==> config.mk <==
export PLATFORM = sky130hd
export DESIGN_NAME = sr_ff_monitor
export DESIGN_NICKNAME = d
export VERILOG_FILES = /design/src/rtl/sr_mon_pkg.sv /design/src/rtl/sat_counter.sv /design/src/rtl/sr_ff_monitor.sv
export SDC_FILE = /design/constraint.sdc
export NUM_CORES = 1
export LEC_CHECK = 0
export CAP_MARGIN = 20
export CORE_ASPECT_RATIO = 2
export CORE_MARGIN = 4
export CORE_UTILIZATION = 63
export CTS_BUF_LIST = sky130_fd_sc_hd__clkbuf_16
export DETAILED_ROUTE_END_ITERATION = 7
export DONT_BUFFER_PORTS = 1
export GPL_ROUTABILITY_DRIVEN = 0
export GPL_TIMING_DRIVEN = 0
export PLACE_DENSITY = 0.86
export SLEW_MARGIN = 15
export SYNTH_ARGS = -nofsm -noshare
export SYNTH_HDL_FRONTEND = slang
export SYNTH_SLANG_ARGS = --single-unit
==> constraint.sdc <==
create_clock -name clk -period 3.4 [get_ports clk]
set_input_delay 1.02 -clock clk [delete_from_list [all_inputs] [get_ports clk]]
set_output_delay 1.02 -clock clk [all_outputs]
set_load 0.1 [all_outputs]
==> src/rtl/sr_mon_pkg.sv <==
// Shared types and constants for the SR flip-flop monitor.
package sr_mon_pkg;

    // Monitor operating state
    typedef enum logic [1:0] {
        SYNC  = 2'b00,
        CHECK = 2'b01,
        HALT  = 2'b10
    } mon_state_e;

    // S/R request encoding, packed as {s, r}
    localparam logic [1:0] HOLD = 2'b00;
    localparam logic [1:0] RST  = 2'b01;
    localparam logic [1:0] SET  = 2'b10;
    localparam logic [1:0] ILL  = 2'b11;

endpackage

==> src/rtl/sat_counter.sv <==
// Saturating up-counter with synchronous reset and synchronous clear.
module sat_counter #(
    parameter int W = 16
) (
    input  logic         clk,
    input  logic         rst,
    input  logic         clr,
    input  logic         inc,
    output logic [W-1:0] cnt
);

    logic [W-1:0] cnt_r;

    // Count up on inc, stick at all-ones, clear on rst or clr
    always_ff @(posedge clk) begin
        if (rst) begin
            cnt_r <= {W{1'b0}};
        end else if (clr) begin
            cnt_r <= {W{1'b0}};
        end else if (inc && (cnt_r != {W{1'b1}})) begin
            cnt_r <= cnt_r + {{(W-1){1'b0}}, 1'b1};
        end else begin
            cnt_r <= cnt_r;
        end
    end

    assign cnt = cnt_r;

endmodule

==> src/rtl/sr_ff_monitor.sv <==
// Passive checker for an SR flip-flop: golden model, mismatch and
// illegal-request detection, saturating statistics.
module sr_ff_monitor
    import sr_mon_pkg::*;
#(
    parameter int CNT_W          = 16,
    parameter int MAX_ERR        = 8,
    parameter bit ILLEGAL_RESYNC = 1'b1
) (
    input  logic             clk,
    input  logic             rst,
    input  logic             en,
    input  logic             clr_stats,
    input  logic             s,
    input  logic             r,
    input  logic             q,
    input  logic             q_bar,
    output logic             err_pulse,
    output logic             illegal_pulse,
    output logic             err_sticky,
    output logic             halted,
    output logic             synced,
    output logic [CNT_W-1:0] sample_cnt,
    output logic [CNT_W-1:0] mismatch_cnt,
    output logic [CNT_W-1:0] illegal_cnt
);

    localparam logic [CNT_W:0] MAX_ERR_W = (CNT_W+1)'(MAX_ERR);

    mon_state_e     state_r;
    mon_state_e     state_nxt_s;
    logic           exp_q_r;
    logic           exp_q_nxt_s;
    logic [1:0]     req_s;
    logic           mism_ev_s;
    logic           ill_ev_s;
    logic           halt_hit_s;
    logic [CNT_W:0] mis_plus_s;
    logic           err_pulse_r;
    logic           illegal_pulse_r;
    logic           err_sticky_r;
    logic           synced_s;
    logic           halted_s;

    assign req_s      = {s, r};
    assign mis_plus_s = {1'b0, mismatch_cnt} + {{CNT_W{1'b0}}, 1'b1};

    // State and model register
    always_ff @(posedge clk) begin
        if (rst) begin
            state_r <= SYNC;
            exp_q_r <= 1'b0;
        end else begin
            state_r <= state_nxt_s;
            exp_q_r <= exp_q_nxt_s;
        end
    end

    // Next state, model update and event detection; clr_stats suppresses events
    always_comb begin
        state_nxt_s = state_r;
        exp_q_nxt_s = exp_q_r;
        mism_ev_s   = 1'b0;
        ill_ev_s    = 1'b0;
        halt_hit_s  = 1'b0;
        if (clr_stats) begin
            if (state_r == HALT) begin
                state_nxt_s = SYNC;
            end else begin
                state_nxt_s = state_r;
            end
        end else if (en) begin
            case (state_r)
                SYNC: begin
                    case (req_s)
                        SET: begin
                            exp_q_nxt_s = 1'b1;
                            state_nxt_s = CHECK;
                        end
                        RST: begin
                            exp_q_nxt_s = 1'b0;
                            state_nxt_s = CHECK;
                        end
                        ILL:     ill_ev_s = 1'b1;
                        default: state_nxt_s = SYNC;
                    endcase
                end
                CHECK: begin
                    // compare against the value predicted on the previous edge
                    mism_ev_s  = (q != exp_q_r) || (q_bar == q);
                    halt_hit_s = (MAX_ERR > 0) && mism_ev_s && (mis_plus_s >= MAX_ERR_W);
                    case (req_s)
                        SET: exp_q_nxt_s = 1'b1;
                        RST: exp_q_nxt_s = 1'b0;
                        ILL: begin
                            ill_ev_s = 1'b1;
                            if (ILLEGAL_RESYNC) begin
                                state_nxt_s = SYNC;
                            end else begin
                                exp_q_nxt_s = exp_q_r;
                            end
                        end
                        default: exp_q_nxt_s = exp_q_r;
                    endcase
                    if (halt_hit_s) begin
                        state_nxt_s = HALT;
                    end else begin
                        halt_hit_s = 1'b0;
                    end
                end
                HALT: begin
                    if (req_s == ILL) begin
                        ill_ev_s = 1'b1;
                    end else begin
                        ill_ev_s = 1'b0;
                    end
                end
                default: state_nxt_s = SYNC;
            endcase
        end else begin
            state_nxt_s = state_r;
        end
    end

    // State decode for status outputs
    always_comb begin
        synced_s = 1'b0;
        halted_s = 1'b0;
        case (state_r)
            CHECK:   synced_s = 1'b1;
            HALT:    halted_s = 1'b1;
            default: synced_s = 1'b0;
        endcase
    end

    // Registered event pulses and sticky error flag
    always_ff @(posedge clk) begin
        if (rst) begin
            err_pulse_r     <= 1'b0;
            illegal_pulse_r <= 1'b0;
            err_sticky_r    <= 1'b0;
        end else if (clr_stats) begin
            err_pulse_r     <= 1'b0;
            illegal_pulse_r <= 1'b0;
            err_sticky_r    <= 1'b0;
        end else begin
            err_pulse_r     <= mism_ev_s;
            illegal_pulse_r <= ill_ev_s;
            err_sticky_r    <= err_sticky_r | mism_ev_s;
        end
    end

    sat_counter #(.W(CNT_W)) u_sample_cnt (
        .clk (clk),
        .rst (rst),
        .clr (clr_stats),
        .inc (en),
        .cnt (sample_cnt)
    );

    sat_counter #(.W(CNT_W)) u_mismatch_cnt (
        .clk (clk),
        .rst (rst),
        .clr (clr_stats),
        .inc (mism_ev_s),
        .cnt (mismatch_cnt)
    );

    sat_counter #(.W(CNT_W)) u_illegal_cnt (
        .clk (clk),
        .rst (rst),
        .clr (clr_stats),
        .inc (ill_ev_s),
        .cnt (illegal_cnt)
    );

    assign err_pulse     = err_pulse_r;
    assign illegal_pulse = illegal_pulse_r;
    assign err_sticky    = err_sticky_r;
    assign synced        = synced_s;
    assign halted        = halted_s;

endmodule
-- Word-level counts from Yosys, hierarchy flattened
Cells that the tools add are included.
- bits of input ports: 8
- bits in registers: 54
- output and inout bits: 53
- $add $sub $neg: 4
- multiplexer cells: 17
- equality and inequality tests: 14
- reduce and logical (&&, ||, !) cells: 14
- bitwise gates (word level): 2
- $lt $le $gt $ge: 1
- operators with widths (operator ; number):
    16-bit by 1-bit adder with 16-bit output (second input constant) ; 3
    16-bit inequality test (second input constant) ; 3
    16-bit by 1-bit adder with 17-bit output (second input constant) ; 1
    17-bit by 4-bit greater-or-equal comparator with 1-bit output (second input constant) ; 1
    2-bit two-way mux ; 5
    1-bit two-way mux ; 9
    2-bit equality test (second input constant) ; 3
    2-bit case mux with 3 select lines ; 1
    2-bit OR reduction ; 3
    5-bit AND reduction ; 1
    2-bit by 1-bit equality test with 1-bit output (second input constant) ; 2
    1-bit logical AND ; 4
    4-bit inequality test (second input constant) ; 1
    2-bit case mux with 2 select lines ; 1
    4-bit AND reduction ; 1
    2-bit nonzero test ; 2
    3-bit inequality test (second input constant) ; 1
    3-bit OR reduction ; 1
    2-bit zero test ; 1
    2-bit by 1-bit inequality test with 1-bit output (second input constant) ; 1
    2-bit inequality test (second input constant) ; 1
    1-bit case mux with 2 select lines ; 1
    1-bit equality test ; 1
    1-bit logical OR ; 1
    other kinds (3) ; 3

-- Logic depth before layout (Yosys ltp)
- depth in word-level cells: 7
- gate-level depth with buffers: 9
- mapped depth without buffers: 7

-- Hierarchy
Synthesis repeated with hierarchy kept, for this count alone.
- cell total of the unflattened synthesis: 355
- area, all modules: 3140.5 µm²
- by module, submodules not included (module ; instances ; seq. area each (µm²) ; area an instance (µm²) ; cells each):
    sat_counter ; 3 ; 320.3 ; 917.1 ; 102
    sr_ff_monitor ; 1 ; 120.1 ; 389.1 ; 49

-- Worst setup path after synthesis
Ideal clock, no wire load.
- kind: reg-to-reg
- start: reg u_mismatch_cnt.cnt_r[0] (netlist: u_mismatch_cnt.cnt[0])
- end: reg state_r[1]
- path buffers: 1
- path slack: 0.486 ns
- arrival time: 2.797 ns
- required time: 3.283 ns
- period minus slack after synthesis: 2.914 ns
- stages on the path, launching flop included: 9
- cells stage by stage: dfxtp_1 ha_1 nand3_1 or2_2 clkbuf_1 o32ai_1 and4bb_2 nand2_1 a32o_1
- word-level cells in the longest chain between the ends: 7
- elaborated cells between the ends (all ways): 9
- those cells by class: add/sub: 1; order compare: 1; eq/ne: 1; mux: 4; reduce/logical: 2
- ends and longest elaborated chain (what ; line ; source):
    from (decl) ; sat_counter.sv:12 ; logic [W-1:0] cnt_r;
    from (signal assigned) ; sat_counter.sv:17 ; cnt_r <= {W{1'b0}};
    from (signal assigned) ; sat_counter.sv:19 ; cnt_r <= {W{1'b0}};
    from (signal assigned) ; sat_counter.sv:21 ; cnt_r <= cnt_r + {{(W-1){1'b0}}, 1'b1};
    16-bit by 1-bit adder with 17-bit output (*) ; sr_ff_monitor.sv:46 ; assign mis_plus_s = {1'b0, mismatch_cnt} + {{CNT_W{1'b0}}, 1'b1};
    17-bit by 4-bit greater-or-equal comparator with 1-bit output (*) ; sr_ff_monitor.sv:91 ; halt_hit_s = (MAX_ERR > 0) && mism_ev_s && (mis_plus_s >= MAX_ERR_W);
    1-bit logical AND (*) ; sr_ff_monitor.sv:91 ;
    2-bit two-way mux ; sr_ff_monitor.sv:105 ; if (halt_hit_s) begin
    2-bit case mux with 3 select lines ; sr_ff_monitor.sv:73 ; case (state_r)
    2-bit two-way mux ; sr_ff_monitor.sv:72 ; end else if (en) begin
    2-bit two-way mux ; sr_ff_monitor.sv:66 ; if (clr_stats) begin
    to (signal assigned) ; sr_ff_monitor.sv:54 ; state_r <= state_nxt_s;
    to (decl) ; sr_ff_monitor.sv:30 ; mon_state_e state_r;
Every way passes the cells marked *; elsewhere a longest branch is shown, timed or not. The select of a mux whose other input is x is not followed.
A chain may end at the register's enable or synchronous reset.

-- Worst setup path in the final report
- start: reg u_mismatch_cnt.cnt_r[2] (netlist: u_mismatch_cnt.cnt[2])
- end: reg state_r[1]
Same word-level chain as after synthesis.

==> results.json <==
{
  "worstPathArrival_ns": 3.29,
  "post-cts-setup-buffers": 0,
  "async_flop_share_pct": 0,
  "yosysUniqueCellTypes": 48,
  "drt_wl_total_um": 6250,
  "cp-startpoint": "u_mismatch_cnt.cnt[2]",
  "wl_per_cell_um": 16.0,
  "die_area_um2": 5550,
  "cpPeakStageDelay_ns": 1.05,
  "fp-row-count": 33,
  "busiest_layer": "met2",
  "placedCellCount": 380,
  "setup-tns-final_ns": 0,
  "port_buffers": 0,
  "cts_root_buffer": "clkbuf_16",
  "leakagePower_uw": 0.000973,
  "pwr_density_cell_nw_per_um2": 411,
  "clkSinkCount": 54,
  "antenna_found_initial": 0,
  "critPathLaunchType": "flop",
  "use_met3_pct": 7.81,
  "die_x_um": 54.7,
  "slowest_stage": "dfxtp_1",
  "peakVddDrop_mv": 0.378,
  "dp_hpwl_um": 4710,
  "synth-edff-count": 0,
  "r2r_start": "u_mismatch_cnt.cnt[2]",
  "nFillCells": 324,
  "critPathTopFamily": "simple AND/OR/NAND/NOR gates",
  "synthToLayoutAreaGrowth_pct": 9.92,
  "grtUsageMet2_pct": 44.9,
  "post-synth-top-count-cell": "nor2_1",
  "drive_gt1_share_pct": 7.96,
  "tritoncts": "built",
  "ys_warn_count": 0,
  "clockBufferDepth": 2,
  "clk_latency_ns": 0.29,
  "synth_top_cell_by_area": "dfxtp_1",
  "detail-route-antenna-nets": 0,
  "grt_pass1_vias": 2385,
  "initial_core_util_pct": 65.9,
  "hold_class": "reg -> reg",
  "grt_pass1_wl_um": 10600,
  "ys_seq_area_share_pct": 39.3,
  "grt_max_degree": 16,
  "core_um2": 4170,
  "stdcell_area_um2": 3020,
  "cp.required_ns": 3.58,
  "grt_usage_pct": 25.1,
  "min_period_over_period_pct": 91.4,
  "syn_inst": 328,
  "nets": 352,
  "synth_top_area_share_pct": 39.3,
  "placed_area_um2": 2820,
  "synthTopCellsByCount": "nor2_1 (59), dfxtp_1 (54), xnor2_1 (27)",
  "first_iter_violations": 55,
  "grt_util_met1_pct": 24.6,
  "synth.avg_cell_area_um2": 8.38,
  "cp-end-kind": "flop",
  "crit_type": "reg -> reg",
  "fmax_mhz": 322,
  "max-cap-violations": 0,
  "drv_slew": 0,
  "post-route-min-period_ns": 3.11,
  "relSlewSlack_pct": 22.0,
  "antenna_cells": 0,
  "syn-num-nets": 342,
  "final_cell_count_no_fill": 391,
  "io_pins": 61,
  "critPathBufInv": 1,
  "rsz0062_at_grt": "false",
  "worst_pin_slew_ns": 1.17,
  "ys_ff_latch": 54,
  "route.vias.total": 2357,
  "clkTransAtPathRegs_ns": 0.07,
  "fin_skew_ns": 0.00819,
  "via_per_inst": 6.03,
  "yosys-top-cells-area": "dfxtp_1 (39%), xnor2_1 (8.6%), nor2_1 (8.1%), xor2_1 (3.8%), nand2_1 (3.0%)",
  "grt-ovfl-total": 0,
  "drt_pass1_iterations": 4,
  "cts-hold-fix-buffers": 0,
  "cts-buffers-inserted": 5,
  "ys.flop_type": "dfxtp_1",
  "setup_viol": 0,
  "cp_max_fo": 6,
  "path_cells": "nand3_1 > or2_2 > clkbuf_1 > o32ai_1 > and4bb_2 > nand2_1 > a32o_1",
  "ctsResizeCount": 0,
  "status": "finished, final reports clean",
  "htree_levels": 2,
  "die_h_um": 101,
  "worstHoldStart": "exp_q_r",
  "synth_area_um2": 2750,
  "drc_errors": 0,
  "hold_viol": 0
}
## flip-flops by register name (all words and copies together), names as in the netlist
signal and flops:
err_sticky 1, u_sample_cnt.cnt 16, u_illegal_cnt.cnt 16, state_r 2
illegal_pulse 1, u_mismatch_cnt.cnt 16, exp_q_r 1, err_pulse 1
## final timing paths
| check | to | slack [ns] | depth (start not counted) |
|---|---|---|---|
| worst max-delay path | state_r[1] | 0.29 | 7 |
| worst min-delay path | exp_q_r | 0.54 | 2 |
| worst max register to register | state_r[1] | 0.29 | 7 |
| worst min register to register | exp_q_r | 0.54 | 2 |
## routing by layer
layer | wire, µm | up-vias | part of all wire, %
met1 | 2110 | 1114 | 34
li1 | - | 1157 | -
met5 | 0 | - | 0
met2 | 3490 | 74 | 56
met3 | 499 | 12 | 8.0
met4 | 148 | 0 | 2.4
## power breakdown
group          switching (µW)  total, µW  leakage [µW]  internal (µW)
Combinational            24.0       34.8      0.000451           10.8
Clock                     218        560     0.0000864            342
Sequential               12.8        647      0.000436            635
Total                     255       1240      0.000973            988
## metrics by stage
stage / utilization (%) / hold slack (ns) / total power, µW / setup WS, ns
2_1_floorplan: - / 0.495 / 689 / 0.486
3_3_place_gp: 67.5 / 0.511 / 696 / 0.182
3_5_place_dp: 67.5 / 0.533 / 697 / 0.167
4_1_cts: 71.4 / 0.543 / 1250 / 0.147
5_1_grt: 72.5 / 0.565 / 1280 / 0.0886
6_report: 72.5 / 0.539 / 1240 / 0.292
## worst reg2reg max path: stages (launching register included)
cell and delay [ns]:
dfxtp_1 1.05, nand3_1 0.46, or2_2 0.42, clkbuf_1 0.21, o32ai_1 0.32, and4bb_2 0.27, nand2_1 0.05, a32o_1 0.22
## kinds of logic after synthesis
group                      share of synthesized area, %
DFF                                                39.3
AOI/OAI and AO/OA                                  7.74
adders and majority gates                          2.73
and+or+nand+nor                                    31.0
xor gates and xnor gates                           12.4
muxes                                              2.91
buffers and inverters                              3.87
## cell type report
| type | count | area, µm² | area share [%] |
|---|---|---|---|
| multi-input combinational | 250 | 1560 | 51.8 |
| clock inverter | 3 | 37.5 | 1.24 |
| tap | 52 | 65.1 | 2.15 |
| timing repair buffer | 3 | 40.0 | 1.33 |
| clock buffer | 5 | 125 | 4.14 |
| inverter | 12 | 45.0 | 1.49 |
| buffer | 12 | 61.3 | 2.03 |
| sequential | 54 | 1080 | 35.9 |
## cell usage in the layout (no fill, tap or decap), drive strengths merged, types with 2 or more instances in the layout
cell type  synthesis  routed
or3                9       9
or2                4       4
a211oi             2       2
nor2              59      59
and4               3       3
nor4               6       6
inv               12      14
a21oi             10      10
xor2              12      12
o21ai              9       9
and3               6       6
mux2i              8       8
nor2b              2       2
nand4             12      12
clkbuf             9      16
ha                 6       6
nand3             12      12
xnor2             27      27
nand2             22      22
and2               2       2
buf                3       4
nand2b             3       3
dfxtp             54      54
a311oi             2       2
a31oi              3       3
nor3              15      15
Note: power is estimated with default switching activity, not from simulation.
==> patch 1 (same settings) <==
Set the parameter `CNT_W` to 32 (it was 16).
--- a/src/rtl/sr_ff_monitor.sv
+++ b/src/rtl/sr_ff_monitor.sv
@@ -4,5 +4,5 @@
     import sr_mon_pkg::*;
 #(
-    parameter int CNT_W          = 16,
+    parameter int CNT_W          = 32,
     parameter int MAX_ERR        = 8,
     parameter bit ILLEGAL_RESYNC = 1'b1
Interface: changed (resized illegal_cnt, mismatch_cnt and sample_cnt); port bits go from 61 to 109. No check against the original RTL was run, so the function may have changed too.
==> patch 1 against the unedited design <==
Utilization rose by 0.094 points. Wire length rose by 130%. Worst setup slack got worse by 0.16 ns. Area after synthesis rose by 94%. Sequential share of layout area fell by 1.6 points. Sequential cell count rose by 48. Combinational power rose by 80%. Clock power rose by 93%. Total power rose by 90%. Design area rose by 99%. Critical endpoint unchanged.
==> patch 1: results <==
routing:
  drt-met1-wl_um: 4730
  vias: 4928
  wl_met3_um: 1210
  wl_um: 14100
  dr.pass1.iters: 6
  vias_per_cell: 6.39
  drtIter0Drc: 301
global_routing:
  grtUsageTotal: 0.275
  met1_usage: 0.281
  grt_pass1_wl_um: 22300
  grt_max_degree: 17
  gr-usage-met2: 0.499
  grt_pass1_vias: 4666
  grtUsageMet3: 0.0690
sta:
  relSlewSlack: 0.225
  skew_ns: 0.00713
final_layout:
  drive_above_1_share: 0.108
  fillers: 624
  fin_nets: 682
cts:
  worst_skew_pair.late_latency_ns: 0.35
  cts_buffers: 9
  htree_levels: 3
yosys:
  ys_types: 51
  synthTopCellsByCount: "110 x nor2_1, 102 x dfxtp_1, 49 x nand2_1, 49 x xnor2_1, 38 x xor2_1"
  syn_nets: 658
  synth.area.top_cells: "dfxtp_1 38%, xnor2_1 8.0%, nor2_1 7.7%"
  synth_seq_area_share: 0.382
critical_path:
  r2r-start: "u_mismatch_cnt.cnt[9]"
  crit_fanout: 7
  rr_worst_depth: 8
place:
  dp_cells: 748
  dp_slack_ns: 0.0136
  dpl_cell_area_um2: 5560
status:
  status: "completed"
power:
  irDropWorstVdd_mv: 0.286
  leakage_nw: 2.00
patch 1: where the power goes:
part           internal [mW]  leakage [nW]  switching [mW]
Combinational         0.0152          1.02          0.0476
Clock                  0.641         0.153           0.441
Sequential              1.20         0.828          0.0154
Total                   1.85          2.00           0.504
patch 1: cells by family (layout without fill, tap and decap cells):
group | count (synthesis) | after routing | share of synthesized area
buffers and inverters | 47 | 75 | 0.0386
AO/OA/AOI/OAI | 61 | 61 | 0.0747
adder cells (fa/ha/maj) | 5 | 5 | 0.0117
multiplexers | 7 | 7 | 0.0140
XOR/XNOR | 87 | 87 | 0.143
flip-flops | 102 | 102 | 0.382
AND/OR/NAND/NOR | 336 | 336 | 0.337
patch 1: layout make-up:
cell class              count  area (um^2)  share of cell area
inverters                  13         48.8             0.00811
clock inverters             6         86.3              0.0144
clock buffers               9          225              0.0374
flip-flops and latches    102         2060               0.342
plain buffers              34          158              0.0262
well taps                  98          123              0.0204
multi-input cells         496         3100               0.516
repair buffers             13          214              0.0356
==> patch 2 (config.mk and constraints unchanged) <==
Without the edit above. Put one more register stage on the output `err_pulse`. The value now appears one clock later. The other outputs are not delayed to match.
--- a/src/rtl/sr_ff_monitor.sv
+++ b/src/rtl/sr_ff_monitor.sv
@@ -175,5 +175,7 @@
     );
 
-    assign err_pulse     = err_pulse_r;
+    always_ff @(posedge clk) begin
+        err_pulse <= err_pulse_r;
+    end
     assign illegal_pulse = illegal_pulse_r;
     assign err_sticky    = err_sticky_r;
Function: changed (a bounded check fails within 4 cycles, from zero or initial values and one cycle with rst high).
==> patch 2 against the unedited design <==
Area after synthesis up 0.73%. Critical path type unchanged. Sequential cell count grew 1. Via count rose by 1.4%. Count of clock-buffer cells in the layout stayed put. Design area rose by 1.5%. Critical path depth is 1 higher. Wire length up 3.2%. Synthesized cell count grew 0.30%. Utilization grew 1.1 points. Worst setup slack got worse by 0.17 ns. Total power increased by 8.7%.
==> patch 2: results <==
status:
  status: "completed"
critical_path:
  r2r-start: "u_mismatch_cnt.cnt[0]"
  rr_worst_depth: 8
  r2r_setup_slack_ns: 0.12
  critical_path.max_stage_delay_ns: 1.07
  worstPathArrival_ns: 3.47
  crit_fanout: 7
  crit_family: "flip-flops"
worst_hold_path:
  hold_depth: 0
  hold_end: "err_pulse"
sta:
  skew_ns: 0.00443
  relSlewSlack: 0.218
  fin_hold_ws_ns: 0.334
global_routing:
  gr-usage-met2: 0.458
  grt_max_degree: 18
  met1_usage: 0.221
  grtUsageMet3: 0.0751
  grtUsageTotal: 0.247
  grt_pass1_wl_um: 10400
  grt_pass1_vias: 2450
yosys:
  synthFlopType: "dfxtp_1"
  synthTopCellsByCount: "59 x nor2_1, 55 x dfxtp_1, 27 x xnor2_1"
  synth_top_family_by_area: "simple AND/OR/NAND/NOR gates"
  synth_xor_area_frac: 0.123
  synth-compound-area-share: 0.0768
  ys_ff_latch: 55
  synth-async-reset-ratio: 0
  synth_seq_area_share: 0.398
  synth_mux_area_frac: 0.0289
  syn_avg_cell_area_um2: 8.42
routing:
  dr.pass1.iters: 6
  vias_per_cell: 6.11
  drtIter0Drc: 69
  wl_met3_um: 468
  wl_met2_um: 3540
  drt-met1-wl_um: 2250
power:
  irDropWorstVdd_mv: 0.376
  seqPwrFrac: 0.488
  leakage_nw: 0.984
  p_sw_frac: 0.201
  p_comb_frac: 0.026
final_layout:
  fillers: 316
place:
  place_hpwl_um: 4800
  dpl_cell_area_um2: 2840
  dp_cells: 381
patch 2: cell types whose count changed after synthesis:
cell,unedited run,this run
dfxtp_1,54,55
patch 2: logic make-up after synthesis:
logic type,Yosys count
flip-flops,55
XOR/XNOR,39
buffers and inverters,24
adder cells (fa/ha/maj),6
AO/OA/AOI/OAI,34
AND/OR/NAND/NOR,163
multiplexers,8
patch 2: layout make-up:
cell class	count	area share
well taps	52	0.0212
clock buffers	5	0.0408
flip-flops and latches	55	0.359
plain buffers	12	0.0200
inverters	12	0.0147
clock inverters	3	0.0220
repair buffers	2	0.0126
multi-input cells	250	0.510
patch 2: through the flow:
stage / utilization / worst slack (ns)
final: 0.736 / 0.120
after global routing: 0.736 / 0.0552
after CTS: 0.726 / 0.171
after detailed placement: 0.680 / 0.178
after global placement: 0.680 / 0.215
after floorplan: - / 0.486
